### src/rtl/fraction_align_shifter_pkg.sv
// Shared floating-point adder constants and the alignment FSM state encoding.
// Imported by the alignment stage and its shift-step sub-module.
package fp_add_pkg;

  localparam int FRAC_W  = 24;
  localparam int EXP_W   = 8;
  localparam int GRS_W   = 3;
  localparam int ALIGN_W = FRAC_W + GRS_W;

  typedef enum logic [1:0] {
    IDLE  = 2'd0,
    SHIFT = 2'd1,
    DONE  = 2'd2
  } align_state_t;

endpackage

### src/rtl/fraction_align_shifter_if.sv
// Operand/result handshake bundle between fraction select, alignment and add/sub stages.
// The master side drives operands and consumes results; the slave side is the alignment stage.
interface fraction_align_shifter_if #(
  parameter int FRAC_W = 24,
  parameter int EXP_W  = 8
);

  logic                in_valid;
  logic                in_ready;
  logic [FRAC_W-1:0]   in_frac;
  logic [EXP_W-1:0]    in_diff;
  logic [EXP_W-1:0]    in_exp;
  logic                out_valid;
  logic                out_ready;
  logic [FRAC_W+2:0]   out_frac;
  logic [EXP_W-1:0]    out_exp;

  modport master (
    output in_valid, in_frac, in_diff, in_exp, out_ready,
    input  in_ready, out_valid, out_frac, out_exp
  );

  modport slave (
    input  in_valid, in_frac, in_diff, in_exp, out_ready,
    output in_ready, out_valid, out_frac, out_exp
  );

endinterface

### src/rtl/fraction_align_shifter_step.sv
// Combinational right shift by n <= STEP bits; with FRAC_ALIGN_STICKY_EN defined the
// dropped bits are OR-ed into bit0, otherwise they are simply truncated.
module sticky_shift_step #(
  parameter int W    = 27,
  parameter int STEP = 4
) (
  input  logic [W-1:0]               i_data,
  input  logic [$clog2(STEP+1)-1:0]  i_n,
  output logic [W-1:0]               o_data
);

  logic [W-1:0] w_shift;

  assign w_shift = i_data >> i_n;

`ifdef FRAC_ALIGN_STICKY_EN
  logic w_lost;

  // OR-reduce the low i_n bits that fall off the right end
  always_comb begin
    w_lost = 1'b0;
    for (int i = 0; i < STEP; i++) begin
      w_lost = w_lost | (i_data[i] & (i < int'(i_n)));
    end
  end

  assign o_data = {w_shift[W-1:1], w_shift[0] | w_lost};
`else
  assign o_data = w_shift;
`endif

endmodule

### src/rtl/fraction_align_shifter.sv
// FP adder alignment stage: iteratively right-shifts the smaller fraction by the exponent
// difference, STEP bits per cycle, keeping G/R/S bits. Sticky OR enabled by FRAC_ALIGN_STICKY_EN.
module fraction_align_shifter
  import fp_add_pkg::*;
#(
  parameter int FRAC_W = 24,
  parameter int EXP_W  = 8,
  parameter int STEP   = 4
) (
  input  logic                   clk,
  input  logic                   rst_n,
  fraction_align_shifter_if.slave bus
);

  localparam int AW    = FRAC_W + GRS_W;
  localparam int REM_W = $clog2(AW + 1);
  localparam int N_W   = $clog2(STEP + 1);

  localparam logic [1:0] S_IDLE  = IDLE;
  localparam logic [1:0] S_SHIFT = SHIFT;
  localparam logic [1:0] S_DONE  = DONE;

  logic [1:0]       r_state;
  logic [1:0]       w_next_state;
  logic             r_in_ready;
  logic             r_out_valid;
  logic [AW-1:0]    r_work;
  logic [AW-1:0]    w_shifted;
  logic [REM_W-1:0] r_rem;
  logic [REM_W-1:0] w_init_rem;
  logic [N_W-1:0]   w_n;
  logic [EXP_W-1:0] r_exp;
  logic             w_accept;

  assign w_accept      = r_in_ready & bus.in_valid;
  assign bus.in_ready  = r_in_ready;
  assign bus.out_valid = r_out_valid;
  assign bus.out_frac  = r_work;
  assign bus.out_exp   = r_exp;

  sticky_shift_step #(
    .W    (AW),
    .STEP (STEP)
  ) u_step (
    .i_data (r_work),
    .i_n    (w_n),
    .o_data (w_shifted)
  );

  // Shift-amount clamping, per-cycle step size and next-state decode
  always_comb begin
    w_init_rem   = REM_W'(bus.in_diff);
    w_n          = N_W'(r_rem);
    w_next_state = r_state;

    if (int'(bus.in_diff) >= AW) begin
      w_init_rem = REM_W'(AW);
    end else begin
      w_init_rem = REM_W'(bus.in_diff);
    end

    if (int'(r_rem) > STEP) begin
      w_n = N_W'(STEP);
    end else begin
      w_n = N_W'(r_rem);
    end

    case (r_state)
      S_IDLE: begin
        if (w_accept) begin
          w_next_state = (w_init_rem != {REM_W{1'b0}}) ? S_SHIFT : S_DONE;
        end else begin
          w_next_state = S_IDLE;
        end
      end
      S_SHIFT: begin
        if (r_rem == REM_W'(w_n)) begin
          w_next_state = S_DONE;
        end else begin
          w_next_state = S_SHIFT;
        end
      end
      S_DONE: begin
        if (bus.out_ready) begin
          w_next_state = S_IDLE;
        end else begin
          w_next_state = S_DONE;
        end
      end
      default: w_next_state = S_IDLE;
    endcase
  end

  // State, registered handshake outputs and the shifting datapath
  always_ff @(posedge clk or negedge rst_n) begin
    if (!rst_n) begin
      r_state     <= S_IDLE;
      r_in_ready  <= 1'b0;
      r_out_valid <= 1'b0;
      r_work      <= {AW{1'b0}};
      r_rem       <= {REM_W{1'b0}};
      r_exp       <= {EXP_W{1'b0}};
    end else begin
      r_state     <= w_next_state;
      r_in_ready  <= (w_next_state == S_IDLE);
      r_out_valid <= (w_next_state == S_DONE);
      case (r_state)
        S_IDLE: begin
          if (w_accept) begin
            r_work <= {bus.in_frac, {GRS_W{1'b0}}};
            r_exp  <= bus.in_exp;
            r_rem  <= w_init_rem;
          end
        end
        S_SHIFT: begin
          r_work <= w_shifted;
          r_rem  <= r_rem - REM_W'(w_n);
        end
        default: begin
        end
      endcase
    end
  end

endmodule

### src/flat_wrapper.sv
// flat-port wrapper written by rule: the top's interface ports become plain ports
module fraction_align_shifter_flat import fp_add_pkg::*;
#(
  parameter int FRAC_W = 24,
  parameter int EXP_W  = 8,
  parameter int STEP   = 4
)
  (clk, rst_n, bus_in_valid, bus_in_frac, bus_in_diff, bus_in_exp, bus_out_ready, bus_in_ready, bus_out_valid, bus_out_frac, bus_out_exp);
  fraction_align_shifter_if #(.FRAC_W(FRAC_W), .EXP_W(EXP_W)) bus_i ();
  input  logic clk;
  input  logic rst_n;
  input wire logic [$bits(bus_i.in_valid)-1:0] bus_in_valid;
  input wire logic [$bits(bus_i.in_frac)-1:0] bus_in_frac;
  input wire logic [$bits(bus_i.in_diff)-1:0] bus_in_diff;
  input wire logic [$bits(bus_i.in_exp)-1:0] bus_in_exp;
  input wire logic [$bits(bus_i.out_ready)-1:0] bus_out_ready;
  output wire logic [$bits(bus_i.in_ready)-1:0] bus_in_ready;
  output wire logic [$bits(bus_i.out_valid)-1:0] bus_out_valid;
  output wire logic [$bits(bus_i.out_frac)-1:0] bus_out_frac;
  output wire logic [$bits(bus_i.out_exp)-1:0] bus_out_exp;
  assign bus_i.in_valid = bus_in_valid;
  assign bus_i.in_frac = bus_in_frac;
  assign bus_i.in_diff = bus_in_diff;
  assign bus_i.in_exp = bus_in_exp;
  assign bus_i.out_ready = bus_out_ready;
  assign bus_in_ready = bus_i.in_ready;
  assign bus_out_valid = bus_i.out_valid;
  assign bus_out_frac = bus_i.out_frac;
  assign bus_out_exp = bus_i.out_exp;
  fraction_align_shifter #(.FRAC_W(FRAC_W), .EXP_W(EXP_W), .STEP(STEP)) u_core (.clk(clk), .rst_n(rst_n), .bus(bus_i));
endmodule
### config.mk
export PLATFORM = sky130hd
export DESIGN_NAME = fraction_align_shifter_flat
export DESIGN_NICKNAME = d
export VERILOG_FILES = /design/src/rtl/fraction_align_shifter_pkg.sv /design/src/rtl/fraction_align_shifter_if.sv /design/src/rtl/fraction_align_shifter_step.sv /design/src/rtl/fraction_align_shifter.sv /design/src/flat_wrapper.sv
export SDC_FILE = /design/constraint.sdc
export NUM_CORES = 1
export LEC_CHECK = 0
export CAP_MARGIN = 20
export CORE_ASPECT_RATIO = 0.5
export CORE_MARGIN = 3
export CORE_UTILIZATION = 49
export CTS_CLUSTER_DIAMETER = 120
export DETAILED_ROUTE_END_ITERATION = 6
export GPL_ROUTABILITY_DRIVEN = 0
export PLACE_DENSITY_LB_ADDON = 0.05
export SYNTH_ARGS = -nofsm -noshare
export SYNTH_HDL_FRONTEND = slang
export SYNTH_SLANG_ARGS = --single-unit
export TNS_END_PERCENT = 1
### constraint.sdc
create_clock -name clk -period 2.6 [get_ports clk]
set_clock_uncertainty 0.05 [all_clocks]
set_input_delay 0.26 -clock clk [delete_from_list [all_inputs] [get_ports clk]]
set_output_delay 0.26 -clock clk [all_outputs]
set_load 0.02 [all_outputs]
==> run_results.csv <==
group,metric,value,unit
global_routing,grt_pass1_vias,2997,
critical_path,critPathCaptureType,"register",
yosys,async_flop_share,100,%
layout,drive_above_1_share,8.45,%
yosys,synth_compound_area_share,26.3,%
yosys,synth_cell_types,55,
clock_network,numCtsBuffers,5,
critical_path,r2r_start,"u_core.r_rem[2]",
layout,mostFrequentLayoutCell,"clkdlybuf4s50_1",
yosys,ys.flop_type,"dfrtp_1",
pwr,intPower,2.93,mW
min_path,hold_path.class,"input port to asynchronous set/reset pin",
timing,setup_viol,0,
yosys,syn_area,3000,um2
yosys,ys_warn_count,0,
clock_network,cts-root-buf,"clkbuf_16",
yosys,syn-instance-count,344,
timing,hold_viol_final,0,
clock_network,clock_path_buffers,2,
clock_network,worstSkewPairLatency,300,ps
yosys,synth_xor_area_share,0,%
timing,period_share,89.4,%
clock_network,cts_sinks,44,
die,ios,81,
status,status,"finished, final reports clean",
routing,avgRoutedWirePerCell,19.8,um
layout,area_growth,36.5,%
layout,ff_latch_area,1100,um2
yosys,synth_top_family_by_area,"compound AO/OA/AOI/OAI gates",
placed_design,placed_cells,489,
clock_network,ctsResizeCount,0,
critical_path,reg2reg_depth,5,
critical_path,critPathBufInv,1,
die,die_y,61.3,um
routing,drtIter0Drc,464,
yosys,ys_ff_latch,44,
critical_path,slowest_delay,720,ps
critical_path,r2r_end,"u_core.bus.out_frac[12]",
critical_path,worstSetupPathType,"register to register",
clock_network,path_clk_slew,70,ps
timing,rsz0062_at_grt,"no",
pwr,power.leakage,1.74,nW
die,start_util,52.6,%
routing,viasPerCell,6.46,
timing,relSlewSlack,51.8,%
pwr,irDropWorstVdd,0.000619,V
layout,final_cell_area,4100,um2
placed_design,io_buffers,80,
global_routing,antenna_found_initial,0,
yosys,syn_nets,389,
layout,nNetsFinal,470,
global_routing,overflow,0,
timing,tightest_slew,717,ps
timing,drv_slew,0,
critical_path,critical-path-top-delay-family,"simple AND/OR/NAND/NOR gates",
critical_path,crit_path_top_delay_cell,"or4b_1",
global_routing,grt_first_pass_wirelength,15.4,mm
routing,ant_nets,0,
placed_design,placed_area,3920,um2
routing,routed_wl,9.88,mm
critical_path,path_max_fanout,11,
layout,layout_common_cells,"79 x clkdlybuf4s50_1, 50 x nand2_1, 44 x dfrtp_1",
die,die-area,7160,um2
pwr,combPwrFrac,58.8,%
pwr,power_density,1330,nW/um2
routing,via_count,3224,
die,fp-row-count,19,
routing,drtPass1Iterations,6,
layout,multi_input_area,1760,um2
critical_path,cp_cell_sequence,"or4b_1 -> buf_4 -> nand2_1 -> a21oi_1 -> or4_1",
pwr,seqPwrFrac,29.1,%
routing,drc,0,
critical_path,critical_path_arrival,2430,ps
global_routing,grtUsageTotal,28.4,%
clock_network,cts_setup_buffers,0,
placed_design,place_ws,291,ps
die,core_area,5710,um2
yosys,syn_area_per_cell,8.73,um2
yosys,synthAdderAreaFrac,0.417,%
yosys,synth_edf_count,0,
critical_path,cp_data_required_time,2710,ps
layout,instances_no_fill,499,
global_routing,grt_start_max_net_pins,45,
clock_network,cts_tree,"done",
pwr,p_sw_share,46.1,%
timing,period_minus_slack,2330,ps
timing,fin_ws,275,ps
layout,n_antenna_cell,0,
timing,fmax,0.430,GHz
pwr,switchingPower,2.50,mW
job,cap_violations,0,
clock_network,h-tree-depth,2,
yosys,yosys.area_share.simple,19.2,%
pwr,clkPwrFrac,12.1,%
timing,setup_tns,0,ps
critical_path,cp-start-kind,"register",
yosys,yosys-mux-area-fraction,12.5,%
placed_design,hpwl,6.86,mm
critical_path,rrSetupSlack,270,ps
pwr,power,5.43,mW
die,die_w,117,um
layout,fill_cells,461,
yosys,seq_area_frac_synth,36.7,%
## routing by layer
layer  track usage, %  routed length (um)
met1             41.1                4440
met4             8.66                  91
met3             8.34                1090
met2             41.3                4260
met5                0                   0
## timing repair
action,in CTS,in global routing
hold endpoints to repair,0,11
endpoints found under the setup margin,0,0
hold buffers,0,1
## worst max path at each step
stage	startpoint	end	slack, ps	cells after the start
floorplan	u_core.r_rem[1]	u_core.r_rem[4]	530	8
global placement	u_core.r_rem[2]	u_core.bus.out_frac[12]	360	5
detailed placement	u_core.r_rem[2]	u_core.bus.out_frac[14]	290	5
CTS	u_core.r_rem[2]	u_core.bus.out_frac[12]	280	5
global route	u_core.r_rem[2]	u_core.bus.out_frac[14]	180	5
finish	u_core.r_rem[2]	u_core.bus.out_frac[12]	270	5
## synth_stat cells, types with 7 or more instances
master | number | area share, %
a21oi_1 | 30 | 5.0
a22oi_1 | 10 | 2.5
clkbuf_1 | 20 | 2.5
dfrtp_1 | 44 | 37
mux2i_1 | 21 | 7.0
nand2_1 | 50 | 6.3
nand3_1 | 13 | 2.2
nor2_1 | 15 | 1.9
nor2b_1 | 7 | 1.5
nor3_1 | 7 | 1.2
o21ai_0 | 20 | 3.3
o22ai_1 | 7 | 1.5
o2bb2ai_1 | 10 | 2.9
## kinds of logic (layout without fill, tap and decap cells)
kind of cell	Yosys count	count (layout)
AOI/OAI and AO/OA	118	118
and+or+nand+nor	117	117
DFF	44	44
buffers and inverters	33	115
muxes	30	30
adders and majority gates	1	1
other	1	1
## power by group through the flow
stage               combinational (mW)  sequential [mW]  clock, mW
floorplan                         1.74             1.70          0
finish                            3.19             1.58      0.656
CTS                               3.17             1.56      0.666
global placement                  3.08             1.53          0
global route                      3.45             1.63      0.694
detailed placement                3.15             1.56          0
## state kept, by name, indices dropped and copies added, names as in the netlist
register,cells
u_core.bus.out_frac,27
u_core.bus.out_exp,8
u_core.r_rem,5
u_core.r_state,2
u_core.bus.in_ready,1
u_core.bus.out_valid,1
## metrics by stage
step / utilization (%) / hold WS (ps)
after global routing: 71.8 / 370
final: 71.8 / 336
after floorplan: - / -85.6
after global placement: 68.7 / 406
after detailed placement: 68.7 / 416
after CTS: 71.3 / 138
## area by class of cell
class / count / share of cell area [%]
repair buffers: 102 / 23.8
clock buffers: 8 / 3.57
well taps: 73 / 2.23
multi-input cells: 267 / 43.1
inverters: 5 / 0.458
flip-flops and latches: 44 / 26.9
Note: power is estimated with default switching activity, not from simulation.
